[src/rtl/regfile_pkg.sv]
// Shared definitions for the register-file access controller: default widths,
// op encoding, the architectural zero register and the FSM state encoding.
package regfile_pkg;

    localparam int RF_ADDR_W = 5;
    localparam int RF_DATA_W = 32;

    // Same encoding as the register-file ld_str pin.
    localparam logic OP_STORE = 1'b0;
    localparam logic OP_LOAD  = 1'b1;

    // x0 reads as zero and ignores writes.
    localparam int ZERO_REG = 0;

    typedef enum logic [1:0] {
        ST_IDLE  = 2'd0,
        ST_ISSUE = 2'd1,
        ST_WAIT  = 2'd2,
        ST_RESP  = 2'd3
    } state_e;

endpackage

[src/rtl/req_fifo.sv]
// Small synchronous request FIFO. Power-of-two depth, pointers wrap naturally,
// occupancy counter gives full/empty directly from registers.
module req_fifo #(
    parameter int WIDTH = 38,
    parameter int DEPTH = 2
) (
    input  logic             clk,
    input  logic             rst,
    input  logic             push_i,
    input  logic [WIDTH-1:0] push_data_i,
    input  logic             pop_i,
    output logic [WIDTH-1:0] pop_data_o,
    output logic             full_o,
    output logic             empty_o
);

    localparam int PTR_W = $clog2(DEPTH);
    localparam int CNT_W = $clog2(DEPTH) + 1;

    logic [WIDTH-1:0] mem_q [DEPTH];
    logic [PTR_W-1:0] wr_ptr_q;
    logic [PTR_W-1:0] rd_ptr_q;
    logic [CNT_W-1:0] count_q;
    logic             push_ok;
    logic             pop_ok;

    assign full_o     = (count_q == CNT_W'(DEPTH));
    assign empty_o    = (count_q == '0);
    assign push_ok    = push_i && !full_o;
    assign pop_ok     = pop_i && !empty_o;
    assign pop_data_o = mem_q[rd_ptr_q];

    // Pointer and occupancy bookkeeping.
    always_ff @(posedge clk or posedge rst) begin
        if (rst) begin
            wr_ptr_q <= '0;
            rd_ptr_q <= '0;
            count_q  <= '0;
        end else begin
            if (push_ok) begin
                wr_ptr_q <= wr_ptr_q + 1'b1;
            end
            if (pop_ok) begin
                rd_ptr_q <= rd_ptr_q + 1'b1;
            end
            case ({push_ok, pop_ok})
                2'b10:   count_q <= count_q + 1'b1;
                2'b01:   count_q <= count_q - 1'b1;
                default: count_q <= count_q;
            endcase
        end
    end

    // Storage array; contents are don't-care until written.
    always_ff @(posedge clk) begin
        if (push_ok) begin
            mem_q[wr_ptr_q] <= push_data_i;
        end
    end

endmodule

[src/rtl/regfile_access_ctrl.sv]
// Register-file access controller: buffers pipeline load/store requests,
// issues them one at a time on the register-file port and returns one
// response per request, in order.
//
// Handshakes: a transfer occurs on the rising clock edge where valid && ready
// are both high; the valid side holds its payload stable until that edge.
module regfile_access_ctrl
    import regfile_pkg::*;
#(
    parameter int DATA_W     = RF_DATA_W,
    parameter int ADDR_W     = RF_ADDR_W,
    parameter int RD_LAT     = 1,
    parameter int FIFO_DEPTH = 2
) (
    input  logic              clk,
    input  logic              reset,
    input  logic              req_valid,
    output logic              req_ready,
    input  logic              req_ld_str,
    input  logic [ADDR_W-1:0] req_addr,
    input  logic [DATA_W-1:0] req_wdata,
    output logic              rsp_valid,
    input  logic              rsp_ready,
    output logic              rsp_is_load,
    output logic [DATA_W-1:0] rsp_data,
    output logic              rf_ld_str,
    output logic [ADDR_W-1:0] rf_addr,
    output logic [DATA_W-1:0] rf_store_val,
    input  logic [DATA_W-1:0] rf_load_val,
    output state_e            dbg_state
);

    localparam int REQ_W = 1 + ADDR_W + DATA_W;
    localparam int LAT_W = $clog2(RD_LAT) + 1;

    logic [REQ_W-1:0]  fifo_head;
    logic              fifo_full;
    logic              fifo_empty;
    logic              fifo_push;
    logic              fifo_pop;
    logic              head_ld;
    logic [ADDR_W-1:0] head_addr;
    logic [DATA_W-1:0] head_wdata;

    state_e            state_q;
    logic              hold_ld_q;
    logic              hold_x0_q;
    logic [LAT_W-1:0]  lat_cnt_q;
    logic              rsp_valid_q;
    logic              rsp_is_load_q;
    logic [DATA_W-1:0] rsp_data_q;
    logic              rf_ld_str_q;
    logic [ADDR_W-1:0] rf_addr_q;
    logic [DATA_W-1:0] rf_store_val_q;

    // Ready comes from the registered full flag, so a pop never frees a slot
    // in the same cycle.
    assign req_ready = !fifo_full;
    assign fifo_push = req_valid && req_ready;
    // The head leaves the FIFO whenever the FSM is free to take new work.
    assign fifo_pop  = !fifo_empty &&
                       ((state_q == ST_IDLE) || ((state_q == ST_RESP) && rsp_ready));
    assign {head_ld, head_addr, head_wdata} = fifo_head;

    req_fifo #(
        .WIDTH (REQ_W),
        .DEPTH (FIFO_DEPTH)
    ) u_req_fifo (
        .clk         (clk),
        .rst         (reset),
        .push_i      (fifo_push),
        .push_data_i ({req_ld_str, req_addr, req_wdata}),
        .pop_i       (fifo_pop),
        .pop_data_o  (fifo_head),
        .full_o      (fifo_full),
        .empty_o     (fifo_empty)
    );

    // Request sequencer: pop, issue, wait read latency, hold the response.
    // x0 requests still spend the issue slot, but with the port left idle, so
    // every non-load request answers with the same latency.
    always_ff @(posedge clk or posedge reset) begin
        if (reset) begin
            state_q        <= ST_IDLE;
            hold_ld_q      <= OP_LOAD;
            hold_x0_q      <= 1'b1;
            lat_cnt_q      <= '0;
            rsp_valid_q    <= 1'b0;
            rsp_is_load_q  <= 1'b0;
            rsp_data_q     <= '0;
            rf_ld_str_q    <= OP_LOAD;
            rf_addr_q      <= '0;
            rf_store_val_q <= '0;
        end else begin
            case (state_q)
                ST_ISSUE: begin
                    if ((hold_ld_q == OP_LOAD) && !hold_x0_q) begin
                        state_q   <= ST_WAIT;
                        lat_cnt_q <= LAT_W'(RD_LAT - 1);
                    end else begin
                        state_q        <= ST_RESP;
                        rsp_valid_q    <= 1'b1;
                        rsp_is_load_q  <= hold_ld_q;
                        rsp_data_q     <= '0;
                        rf_ld_str_q    <= OP_LOAD;
                        rf_addr_q      <= '0;
                        rf_store_val_q <= '0;
                    end
                end
                ST_WAIT: begin
                    if (lat_cnt_q == '0) begin
                        state_q       <= ST_RESP;
                        rsp_valid_q   <= 1'b1;
                        rsp_is_load_q <= 1'b1;
                        rsp_data_q    <= rf_load_val;
                        rf_ld_str_q   <= OP_LOAD;
                        rf_addr_q     <= '0;
                    end else begin
                        lat_cnt_q <= lat_cnt_q - 1'b1;
                    end
                end
                ST_RESP: begin
                    if (rsp_ready) begin
                        state_q       <= ST_IDLE;
                        rsp_valid_q   <= 1'b0;
                        rsp_is_load_q <= 1'b0;
                        rsp_data_q    <= '0;
                    end
                end
                default: begin
                end
            endcase
            // Taking the head overrides the IDLE/RESP outcome above.
            if (fifo_pop) begin
                state_q   <= ST_ISSUE;
                hold_ld_q <= head_ld;
                hold_x0_q <= (head_addr == ADDR_W'(ZERO_REG));
                if (head_addr != ADDR_W'(ZERO_REG)) begin
                    rf_ld_str_q    <= head_ld;
                    rf_addr_q      <= head_addr;
                    rf_store_val_q <= (head_ld == OP_STORE) ? head_wdata : '0;
                end
            end
        end
    end

    assign rsp_valid    = rsp_valid_q;
    assign rsp_is_load  = rsp_is_load_q;
    assign rsp_data     = rsp_data_q;
    assign rf_ld_str    = rf_ld_str_q;
    assign rf_addr      = rf_addr_q;
    assign rf_store_val = rf_store_val_q;
    assign dbg_state    = state_q;

endmodule
[config.mk]
export PLATFORM = sky130hd
export DESIGN_NAME = regfile_access_ctrl
export DESIGN_NICKNAME = d
export VERILOG_FILES = /design/src/rtl/regfile_pkg.sv /design/src/rtl/req_fifo.sv /design/src/rtl/regfile_access_ctrl.sv
export SDC_FILE = /design/constraint.sdc
export NUM_CORES = 1
export LEC_CHECK = 0
export ABC_CLOCK_PERIOD_IN_PS = 5550
export BUFFER_PORTS_ARGS = -buffer_cell sky130_fd_sc_hd__buf_2
export CAP_MARGIN = 0
export CORE_MARGIN = 2
export CORE_UTILIZATION = 30
export CTS_BUF_LIST = sky130_fd_sc_hd__clkbuf_4
export CTS_CLUSTER_SIZE = 28
export DETAILED_ROUTE_END_ITERATION = 6
export GPL_TIMING_DRIVEN = 1
export REMOVE_ABC_BUFFERS = 1
export SETUP_SLACK_MARGIN = 0.05
export SLEW_MARGIN = 20
export SYNTH_ARGS = -nofsm -noshare
export SYNTH_HDL_FRONTEND = slang
export SYNTH_SLANG_ARGS = --single-unit
[constraint.sdc]
create_clock -name clk -period 5.55 [get_ports clk]
set_clock_uncertainty 0.15 [all_clocks]
set_input_delay 1.11 -clock clk [delete_from_list [all_inputs] [get_ports clk]]
set_output_delay 1.11 -clock clk [all_outputs]
set_load 0.03 [all_outputs]
==> Word level (Yosys, flattened, before mapping) <==
Memory sizes are Yosys's and may differ from the RTL's.
Cells that the tools add are included.
{ "op_classes": {"n_eq_ne": 12, "n_addsub": 5, "n_mux": 36, "reduce_logical": 21} }
{ "op_table": {"columns": ["op", "count"], "rows": [
  ["32-bit two-way mux", 8],
  ["32-bit one-hot mux with 3 select lines", 1],
  ["5-bit two-way mux", 4],
  ["1-bit two-way mux", 13],
  ["5-bit one-hot mux with 2 select lines", 1],
  ["2-bit equality test, second input constant", 4],
  ["2-bit inequality test, second input constant", 4],
  ["1-bit logical AND", 6],
  ["2-bit two-way mux", 3],
  ["3-bit by 2-bit inequality test with 1-bit output, second input constant", 2],
  ["1-bit one-hot mux with 3 select lines", 2],
  ["2-bit one-hot mux with 3 select lines", 1],
  ["5-bit zero test", 1],
  ["5-bit nonzero test", 1],
  ["2-bit by 1-bit equality test with 1-bit output, second input constant", 2],
  ["2-bit zero test", 2],
  ["1-bit one-hot mux with 2 select lines", 2],
  ["2-bit one-hot mux with 2 select lines", 1],
  ["4-bit AND reduction", 1],
  ["2-bit nonzero test", 2],
  ["4-bit nonzero test", 1],
  ["1-bit zero test", 3],
  ["3-bit AND reduction", 1],
  ["3-bit nonzero test", 1],
  ["6 further kinds", 7]
]} }
{ "word_totals": {"reg_bits": 81, "output_inout_bits": 75, "ram_bits": 76, "in_bits": 74, "n_memories": 1, "elab_cells": 88} }
{ "mem_list": {"columns": ["name", "words", "word_bits", "read_ports", "rd_ports_with_merged_regs", "wr", "line_no", "text"], "rows": [
  ["u_req_fifo.mem_q", 2, 38, 1, 0, 1, "req_fifo.sv:20", "logic [WIDTH-1:0] mem_q [DEPTH];"]
]} }

==> Logic depth before layout (Yosys ltp) <==
Gate-level depths: netlist of run 1.
{ "logic_depth": {"word_depth": 7, "depth_mapped": 8, "ltp_nobuf": 8} }

==> Modules after synthesis <==
Synthesis of run 1 repeated with hierarchy kept, for this count alone.
{ "hier_totals": {"cells_unflattened": 474, "area_unflattened_um2": 6626.4} }
{ "modules_own_cells": {"columns": ["module", "area_each_um2", "seq_area_each_um2", "instances", "cells_each"], "rows": [
  ["regfile_access_ctrl", 3639.7, 1905.6, 1, 337],
  ["req_fifo", 2986.6, 2382.3, 1, 137]
]} }

==> Least setup slack after synthesis of run 1 <==
OpenSTA, ideal clock, no wires.
{ "synth_path": {"path_kind": "input to register", "start": "input req_valid", "end": "memory u_req_fifo.mem_q[0][0] (enable)", "path_slack_ps": 2148, "arrival_time_ps": 2819, "n_path_buf": 0, "stages": 2, "setup_time_ps": 433, "required_ps": 4967, "cell_sequence": "nand2_1 -> nor2_1"} }
{ "synth_via": {"elab_chain_len": 4} }
{ "synth_lines": {"columns": ["element", "line_no", "text"], "rows": [
  ["start, declared", "regfile_access_ctrl.sv:17", "input logic req_valid,"],
  ["1-bit logical AND", "regfile_access_ctrl.sv:59", "assign fifo_push = req_valid && req_ready;"],
  ["1-bit logical AND", "req_fifo.sv:29", "assign push_ok = push_i && !full_o;"],
  ["1-bit two-way mux", "req_fifo.sv:56", "if (push_ok) begin"],
  ["1-bit two-way mux (not written as such)", "req_fifo.sv:57", "mem_q[wr_ptr_q] <= push_data_i;"],
  ["end, declared", "req_fifo.sv:20", null]
]} }
No other way between the ends.

==> Final worst setup path of run 1 <==
{ "layout_path": {"start": "register u_req_fifo.count_q[0]", "end": "output req_ready"} }
{ "layout_via": {"elab_chain_len": 2} }
{ "layout_lines": {"columns": ["element", "line_no", "text"], "rows": [
  ["start, declared", "req_fifo.sv:23", "logic [CNT_W-1:0] count_q;"],
  ["start signal, assigned", "req_fifo.sv:47", "2'b10: count_q <= count_q + 1'b1;"],
  ["start signal, assigned", "req_fifo.sv:48", "2'b01: count_q <= count_q - 1'b1;"],
  ["start signal, assigned", "req_fifo.sv:49", "default: count_q <= count_q;"],
  ["2-bit equality test", "req_fifo.sv:27", "assign full_o = (count_q == CNT_W'(DEPTH));"],
  ["1-bit zero test", "regfile_access_ctrl.sv:58", "assign req_ready = !fifo_full;"],
  ["end, declared", "regfile_access_ctrl.sv:18", "output logic req_ready,"]
]} }
No other way between the ends.

==> results.toml, run 1 <==
[pwr]
total_power_mw = 4.46
p_int_mw = 2.68
power_density_mw_per_mm2 = 577
netSwitchingFraction_pct = 39.8
p_clk_share_pct = 20.2
p_leak_nw = 3.51
power_frac_comb_pct = 40.1
switching_power_mw = 1.77
seqPwrFrac_pct = 39.7
peakVddDrop_v = 0.000258

[setup_path]
reg2regPathDepth = 5
crit_type = "register to primary output"
cp_max_fo = 4
path_buf_inv = 1
worstPathRequired_ps = 4290
rrSetupSlack_ps = 3020
cp_num_cells = 2
reg2reg_to = "rf_addr[2]$_DFF_PP0_"
path_cells = "nand2b_1, buf_2"
critical_path.endpoint = "req_ready"
cp_slowest_stage_delay_ps = 480
crit_family = "flip-flops"
setup.worst_path.start_class = "register"
endpoint_kind = "primary output"
critPathSlowestCell = "dfrtp_1"
critical_path_arrival_ps = 1410
cp-startpoint = "u_req_fifo.count_q[0]$_DFFE_PP0P_"
worstReg2RegStart = "u_req_fifo.rd_ptr_q$_DFFE_PP0N_"

[sta]
rsz0062_at_grt = "no"
period_needed_ps = 2670
slew_headroom_pct = 34.2
tightest_slew_ps = 987
slew_viol_final = 0
period_share_pct = 48.0
max_freq_mhz = 375
report.final.setup_viol = 0
fin_tns_setup_ps = 0
finalHoldViolCount = 0

[cts]
cts_buffers = 17
post_cts_buffers = 0
cts_sinks = 156
path_clk_slew_ps = 130
root_buffer = "clkbuf_4"
cts_tree = "built"
h-tree-depth = 4
clk_latency_ps = 540
clk_path_buf_depth = 2
cts_resized = 0
cts_hold_buffers = 0

[floorplanning]
die_y_um = 149
row_count = 53
coreArea_sq_mm = 0.0208
initial_core_util_pct = 30.3
die_x_um = 149
io_pins = 149
die_area_sq_mm = 0.0222

[routing]
ant_nets = 0
drt_iter0_drc = 154
wl_mm = 13.7
vias_per_cell = 4.36
num_vias = 3973
dr.pass1.iters = 6
drt_drc_violations_left = 0
wl_per_cell_um = 15.0

[global_routing]
grt_overflow = 0
antenna_found_initial = 3
grt_max_degree = 67
grt.total_usage_pct = 12.8
first_global_vias = 3909
grt_pass1_wl_mm = 21.4

[synthesis]
synth_top_family_by_area = "multiplexers"
yosys.area_share.adder_pct = 1.39
synthXorXnorAreaFrac_pct = 0.694
syn_area_sq_mm = 0.00631
synth_compound_area_share_pct = 5.35
yosys_register_bits = 156
avgSynthCellArea_sq_um = 13.3
synthMuxAreaShare_pct = 12.0
synth.top_cell.area_share_pct = 36.1
synth.distinct_cells = 37
yosysSeqAreaShare_pct = 67.9
synth.area.top_cells = "edfxtp_1, dfrtp_1, nand2_1"
postSynthCellCount = 474
synth_warnings = 0
yosysTopAreaCell = "edfxtp_1"
yosys.area_share.simple_pct = 9.63

[final_layout]
fin_util_pct = 37.1
nets = 702
drive_above_1_share_pct = 37.5
area_delta_synth_final_pct = 22.4

[min_path]
hold_class = "register to register"

[job]
maxCapViolations = 0

[placement]
dp_hpwl_mm = 8.90
gp_routability_congestion = 0.707
place.port_buffers = 148

[run_status]
status = "completed"
## synth_stat cells
cell type / n
nand2_1: 137
dfrtp_1: 77
edfxtp_1: 76
o21ai_0: 39
mux2_2: 37
mux2i_1: 33
clkbuf_1: 12
buf_2: 7
ha_1: 7
a32o_1: 5
inv_1: 5
xnor2_1: 4
buf_4: 3
dfstp_2: 3
nor2_1: 3
buf_12: 2
buf_6: 2
nand2b_1: 2
o211ai_1: 2
a211oi_1: 1
a21o_1: 1
a21oi_1: 1
a221o_1: 1
and2_4: 1
and3_1: 1
inv_2: 1
mux2i_2: 1
nor2b_1: 1
nor3_1: 1
nor3b_1: 1
nor4_4: 1
nor4b_2: 1
o21a_1: 1
o21bai_1: 1
o22ai_2: 1
o22ai_4: 1
xor2_1: 1
## stage by stage
| step | instances | hold WS, ps | setup slack (ps) | cell area (sq um) |
|---|---|---|---|---|
| 5_1_grt | 910 | 365 | 2760 | 7730 |
| 6_report | 911 | 338 | 2880 | 7730 |
| 3_5_place_dp | 876 | 315 | 2700 | 7300 |
| 3_3_place_gp | 876 | 309 | 2410 | 7290 |
| 2_1_floorplan | 448 | 310 | 2150 | 6150 |
| 4_1_cts | 908 | 345 | 2800 | 7700 |
## layer usage
metal,track usage [%],share of wire (%),up-vias
met4,4.00,1.2,2
met2,20.6,46,138
li1,-,-,1942
met3,4.28,7.2,15
met5,0,0.12,-
met1,16.4,46,1876
## flip-flops by register name (all words and copies together) (netlist names)
name / cells
rf_addr: 5
hold_ld_q: 1
rf_ld_str: 1
u_req_fifo.rd_ptr_q: 1
rsp_data: 32
rf_store_val: 32
dbg_state: 2
u_req_fifo.wr_ptr_q: 1
hold_x0_q: 1
rsp_is_load: 1
u_req_fifo.count_q: 2
rsp_valid: 1
u_req_fifo.mem_q: 76
## cell families (layout without fill, tap and decap cells)
family,Yosys count,in the layout
DFF,156,156
buffers and inverters,32,192
muxes,71,71
other,0,2
adders and majority gates,7,7
AOI/OAI and AO/OA,54,54
and+or+nand+nor,149,149
xor gates and xnor gates,5,5
## tightest hold or removal path: stages (launching register included)
cell and delay, ps:
dfrtp_1 360, nand2_1 40, o21ai_0 60
## power groups by stage
stage          sequential, mW  combinational, mW  clock, mW
2_1_floorplan            2.15              0.898          0
3_3_place_gp             1.79               1.78          0
3_5_place_dp             1.80               1.79          0
4_1_cts                  1.78               1.79      0.932
5_1_grt                  1.81               1.97      0.982
6_report                 1.77               1.79      0.900
## final cells by class
class,instances,area [sq um]
timing repair buffer,154,806
fill,2031,13100
multi-input combinational,286,1860
clock buffer,17,128
antenna,2,5.00
tap,275,344
sequential,156,4290
inverter,6,23.8
clock inverter,15,269
## layout by cell type (no fill, tap or decap), types with 2 or more instances in the layout
master | Yosys | routed
buf_2 | 7 | 148
nand2_1 | 137 | 136
dfrtp_1 | 77 | 76
edfxtp_1 | 76 | 76
o21ai_0 | 39 | 39
mux2_2 | 37 | 37
mux2i_1 | 33 | 33
clkbuf_4 | 0 | 17
ha_1 | 7 | 7
bufinv_16 | 0 | 7
a32o_1 | 5 | 5
buf_4 | 3 | 5
inv_1 | 5 | 4
xnor2_1 | 4 | 4
clkinv_4 | 0 | 3
dfstp_2 | 3 | 3
diode_2 | 0 | 2
nand2b_1 | 2 | 2
nor2_1 | 3 | 2
clkinv_2 | 0 | 2
o211ai_1 | 2 | 2
clkinvlp_4 | 0 | 2
## how the worst min path moves through the flow
stage	startpoint	endpoint	slack, ps	cells after the start
2_1_floorplan	u_req_fifo.wr_ptr_q$_DFFE_PP0P_	u_req_fifo.wr_ptr_q$_DFFE_PP0P_	310	1
3_3_place_gp	rsp_data[10]$_DFFE_PP0P_	rsp_data[10]$_DFFE_PP0P_	310	2
3_5_place_dp	rsp_data[11]$_DFFE_PP0P_	rsp_data[11]$_DFFE_PP0P_	320	2
4_1_cts	rsp_data[11]$_DFFE_PP0P_	rsp_data[11]$_DFFE_PP0P_	340	2
5_1_grt	rsp_data[8]$_DFFE_PP0P_	rsp_data[8]$_DFFE_PP0P_	360	2
6_report	rsp_data[11]$_DFFE_PP0P_	rsp_data[11]$_DFFE_PP0P_	340	2
Power figures use the tool's default switching activity.
==> run 2: changes to the inputs <==
ABC_AREA = 1   (was unset)
ABC_CLOCK_PERIOD_IN_PS = 2500   (was 5550)
clock period = 2.5 ns   (was 5.55 ns; I/O delays follow)
==> run 2 against run 1 <==
Compared with the run above:
- first-iteration DRC count rose by 16%
- clock-buffer cell count rose by 1
- largest cell class unchanged
- critical endpoint is now u_req_fifo.count_q[1]$_DFFE_PP0P_
- combinational power rose to 2.7 times the previous value
- synthesized cell count rose by 41%
==> results.toml, run 2 <==
[final_layout]
largest_reg_flops = 76
fin_util_pct = 39.3
multi_input_area_sq_mm = 0.00178
drive_above_1_share_pct = 23.4
regArea_sq_mm = 0.00429
final_cell_mix = "nand2_1, buf_2, dfrtp_1, edfxtp_1, inv_1"
n_fill_cell = 2101
largest-register = "u_req_fifo.mem_q"
nets = 938
area_delta_synth_final_pct = 28.4
final_common_cell = "nand2_1"

[synthesis]
synth_edf_count = 76
postSynthCellCount = 666
synth.top_cell.area_share_pct = 35.5
synth.area.top_cells = "edfxtp_1, dfrtp_1, nand2_1"
yosysTopAreaCell = "edfxtp_1"
yosysSeqAreaShare_pct = 66.7
synth_common_cells = "nand2_1, dfrtp_1, edfxtp_1"
synth.most_common_cell = "nand2_1"
synthFlopType = "dfrtp_1"
synthArstFlopShare_pct = 51.3
syn_area_sq_mm = 0.00643
yosys_register_bits = 156
synth_warnings = 0
avgSynthCellArea_sq_um = 9.65
synth.distinct_cells = 26

[floorplanning]
coreArea_sq_mm = 0.0210
initial_core_util_pct = 30.6
row_count = 53
io_pins = 149
die_y_um = 150
die_x_um = 150
die_area_sq_mm = 0.0226

[placement]
post-place-ws_ps = 255
dp_hpwl_mm = 9.02
gp_routability_congestion = 0.740
place.port_buffers = 148

[sta]
fin_ws_ps = 271
holdWs_ps = 71.0
period_share_pct = 89.2
rsz0062_at_grt = "no"
period_needed_ps = 2230
tightest_slew_ps = 453
fin_tns_setup_ps = 0
slew_headroom_pct = 69.8
report.final.setup_viol = 0
slew_viol_final = 0
finalHoldViolCount = 0
max_freq_mhz = 449

[setup_path]
reg2reg_to = "u_req_fifo.count_q[1]$_DFFE_PP0P_"
critical_path_arrival_ps = 2520
reg2regPathDepth = 10
crit_type = "register to register"
endpoint_kind = "register"
cp_max_fo = 10
worstPathRequired_ps = 2790
setup.worst_path.start_class = "register"
rrSetupSlack_ps = 270
worstReg2RegStart = "dbg_state[0]$_DFFE_PP0P_"

[global_routing]
grt_max_degree = 81
grt.total_usage_pct = 12.9
grt_overflow = 0
grt_pass1_wl_mm = 22.3
first_global_vias = 4405
antenna_found_initial = 1

[pwr]
peakVddDrop_v = 0.000480
p_leak_nw = 4.03
p_clk_share_pct = 15.2
netSwitchingFraction_pct = 45.0
switching_power_mw = 4.77
total_power_mw = 10.6
seqPwrFrac_pct = 38.6
power_density_mw_per_mm2 = 1280
power_frac_comb_pct = 46.3
p_int_mw = 5.83

[min_path]
hold_class = "primary input to register"
whs_path_depth = 3
min_to = "rsp_data[28]$_DFFE_PP0P_"
min-delay-start = "rf_load_val[28]"

[cts]
clk_latency_ps = 530
cts_tree = "built"
h-tree-depth = 4
root_buffer = "clkbuf_4"
path_clk_slew_ps = 140
clk_path_buf_depth = 2
cts_resized = 0
cts_hold_buffers = 40
cts_sinks = 156
post_cts_buffers = 0
cts_buffers = 17

[routing]
wl_mm = 14.2
dr.pass1.iters = 4
num_vias = 4689
drt_drc_violations_left = 0
drt_iter0_drc = 178
vias_per_cell = 4.09
ant_nets = 0
wl_per_cell_um = 12.4

[run_status]
status = "completed"

[job]
maxCapViolations = 0
run 2: cell families (layout without fill, tap and decap cells):
kind of cell / after synthesis / after routing / share of synthesized area (%)
compound gates: 49 / 49 / 4.03
simple gates: 360 / 360 / 21.3
fa+ha+maj: 7 / 7 / 1.36
other cells: 0 / 1 / 0
xor+xnor: 3 / 3 / 0.409
mux: 1 / 1 / 0.175
flops: 156 / 156 / 66.7
buf+inv: 90 / 294 / 5.99
run 2: final cells by class:
class                           count  share of cell area [%]
Sequential cell                   156                    52.0
Antenna cell                        1                  0.0303
Clock buffer                       18                    1.64
Timing Repair Buffer              202                    15.9
Multi-Input combinational cell    420                    21.5
Clock inverter                     14                    2.02
Inverter                           60                    2.74
Tap cell                          275                    4.17
run 2: worst max-delay path by stage:
stage / start / endpoint / slack [ps] / depth (start not counted)
after floorplan: u_req_fifo.count_q[0]$_DFFE_PP0P_ / u_req_fifo.mem_q[1][0]$_DFFE_PP_ / -560 / 4
after global placement: dbg_state[0]$_DFFE_PP0P_ / u_req_fifo.count_q[1]$_DFFE_PP0P_ / 360 / 10
after detailed placement: dbg_state[0]$_DFFE_PP0P_ / u_req_fifo.count_q[1]$_DFFE_PP0P_ / 250 / 10
after CTS: dbg_state[1]$_DFFE_PP0P_ / u_req_fifo.count_q[1]$_DFFE_PP0P_ / 260 / 10
after global routing: dbg_state[1]$_DFFE_PP0P_ / u_req_fifo.count_q[1]$_DFFE_PP0P_ / 70 / 10
final: dbg_state[0]$_DFFE_PP0P_ / u_req_fifo.count_q[1]$_DFFE_PP0P_ / 270 / 10
run 2: power by group through the flow:
stage                     Combinational, mW  Sequential [mW]  Clock (mW)
final                                  4.91             4.09        1.61
after global routing                   5.46             4.19        1.80
after CTS                              5.00             4.10        1.67
after detailed placement               4.93             4.16           0
after global placement                 4.90             4.13           0
after floorplan                        2.09             5.27           0
run 2: critical path, stage by stage (launching register included):
cell and delay, ps:
dfrtp_1 470, inv_1 130, ha_1 220, inv_1 50, nand2_1 50, o21ai_1 180, inv_2 160, ha_1 350
a21oi_1 110, o21ai_0 110, xnor2_1 140
run 2: layer usage:
metal | up-vias | GRT usage (%) | share of wire, %
met3 | 9 | 4.18 | 7.0
met4 | 0 | 3.07 | 0.72
met5 | - | 0 | 0
met2 | 147 | 22.7 | 49
met1 | 2077 | 15.2 | 43
li1 | 2456 | - | -
run 2: metrics by stage:
step | cell area (sq um) | instances
finish | 8260 | 1146
global route | 8260 | 1146
CTS | 8230 | 1143
detailed placement | 7530 | 1071
global placement | 7530 | 1071
floorplan | 6270 | 636
==> run 3: changes to the inputs <==
HOLD_SLACK_MARGIN = 0.15   (was unset)
==> run 3 against run 2 <==
Compared with the run above:
- cell count is 2.6% higher
- clock-buffer cell count stayed put
- routed wire length is 3.0% higher
==> results.toml, run 3 (synthesized netlist as in run 2, its figures left out) <==
[run_status]
status = "completed"

[cts]
cts_buffers = 17
clk_latency_ps = 530
cts_sinks = 156
clk_path_buf_depth = 2
path_clk_slew_ps = 140
root_buffer = "clkbuf_4"
cts_tree = "built"
post_cts_buffers = 0
h-tree-depth = 4

[routing]
drt_drc_violations_left = 0
dr.pass1.iters = 4
wl_per_cell_um = 12.5
drt_iter0_drc = 180
vias_per_cell = 4.10
wl_mm = 14.7
num_vias = 4816
ant_nets = 0

[sta]
slew_viol_final = 0
finalHoldViolCount = 0
period_share_pct = 89.3
tightest_slew_ps = 449
slew_headroom_pct = 70.0
rsz0062_at_grt = "no"
max_freq_mhz = 448
period_needed_ps = 2230
report.final.setup_viol = 0

[floorplanning]
row_count = 53
io_pins = 149
initial_core_util_pct = 30.6
die_y_um = 150
die_area_sq_mm = 0.0226
die_x_um = 150
coreArea_sq_mm = 0.0210

[pwr]
power_frac_comb_pct = 46.5
p_clk_share_pct = 15.1
p_int_mw = 5.86
switching_power_mw = 4.79
netSwitchingFraction_pct = 45.0
p_leak_nw = 4.16
peakVddDrop_v = 0.000480
power_density_mw_per_mm2 = 1240
total_power_mw = 10.7
seqPwrFrac_pct = 38.4

[placement]
place.port_buffers = 148
dp_hpwl_mm = 9.02
gp_routability_congestion = 0.740

[setup_path]
path_cells = "inv_1, ha_1, inv_1, nand2_1, o21ai_1, inv_2, ha_1, a21oi_1, o21ai_0, xnor2_1"
critPathSlowestCell = "dfrtp_1"
crit_type = "register to register"
worstPathRequired_ps = 2790
cp_max_fo = 10
setup.worst_path.start_class = "register"
endpoint_kind = "register"
cp_slowest_stage_delay_ps = 470
critical_path_arrival_ps = 2520

[final_layout]
final_cell_mix = "nand2_1, buf_2, dfrtp_1, edfxtp_1, dlygate4sd3_1"
final_common_cell = "nand2_1"
drive_above_1_share_pct = 22.7
fin_util_pct = 40.7
area_delta_synth_final_pct = 33.1
nets = 968
n_fill_cell = 2046
largest_reg_flops = 76
largest-register = "u_req_fifo.mem_q"

[global_routing]
first_global_vias = 4551
grt_overflow = 0
grt_max_degree = 81
antenna_found_initial = 1
grt.total_usage_pct = 13.1
grt_pass1_wl_mm = 22.8

[job]
maxCapViolations = 0

[min_path]
hold_class = "primary input to register"
[run 3: cell count changes in the layout (fill, tap and decap cells not counted)]
cell           previous run  this run
dlygate4sd3_1            42        72
[run 3: final cells by class]
| cell class | count | area, sq um | area share, % |
|---|---|---|---|
| multi-input cells | 420 | 1780 | 20.8 |
| clock inverters | 14 | 166 | 1.95 |
| inverters | 60 | 226 | 2.65 |
| clock buffers | 18 | 135 | 1.58 |
| well taps | 275 | 344 | 4.02 |
| repair buffers | 232 | 1610 | 18.9 |
| flip-flops and latches | 156 | 4290 | 50.1 |
| diodes | 1 | 2.50 | 0.0292 |
[run 3: timing repair]
| action | CTS | global route |
|---|---|---|
| resized for setup | 0 | 0 |
| endpoints found under the hold margin | 186 | 0 |
| hold buffers | 72 | 0 |
[run 3: routing by layer]
layer	track usage, %	routed length, um	up-vias
met2	23.5	7300	147
met3	4.06	929	9
met4	3.07	102	0
met1	15.3	6330	2144
li1	-	-	2516
met5	0	0	-
[run 3: worst max-delay path, delay by kind of cell, from the launching register on]
family	cells	cell delay, ps
AOI/OAI and AO/OA	3	400
and+or+nand+nor	1	50
DFF	1	470
xor gates and xnor gates	1	140
buffers and inverters	3	340
adders and majority gates	2	570
[run 3: through the flow]
stage / area, sq um / hold WS, ps / std cells / TNS, ps / setup slack [ps]
2_1_floorplan: 6270 / 318 / 636 / -75390 / -562
3_3_place_gp: 7530 / 313 / 1071 / 0 / 363
3_5_place_dp: 7530 / 321 / 1071 / 0 / 255
4_1_cts: 8550 / 199 / 1175 / 0 / 257
5_1_grt: 8560 / 246 / 1176 / 0 / 70.9
6_report: 8560 / 268 / 1176 / 0 / 268
[run 3: final timing paths]
| check | from | endpoint | slack, ps | cells after the start |
|---|---|---|---|---|
| setup / recovery | dbg_state[0]$_DFFE_PP0P_ | u_req_fifo.count_q[1]$_DFFE_PP0P_ | 270 | 10 |
| hold / removal | rsp_ready | dbg_state[1]$_DFFE_PP0P_ | 270 | 4 |
| setup reg to reg | dbg_state[0]$_DFFE_PP0P_ | u_req_fifo.count_q[1]$_DFFE_PP0P_ | 270 | 10 |
| hold reg to reg | rsp_data[27]$_DFFE_PP0P_ | rsp_data[27]$_DFFE_PP0P_ | 350 | 2 |
| max in group asynchronous | reset | rf_store_val[18]$_DFF_PP0_ | 1400 | 4 |
| min in group asynchronous | reset | rsp_data[29]$_DFFE_PP0P_ | 440 | 4 |
[run 3: power groups by stage]
stage	logic, mW	clock network, mW	registers [mW]
2_1_floorplan	2.09	0	5.27
3_3_place_gp	4.90	0	4.13
3_5_place_dp	4.93	0	4.16
4_1_cts	5.04	1.67	4.10
5_1_grt	5.51	1.80	4.19
6_report	4.95	1.61	4.09
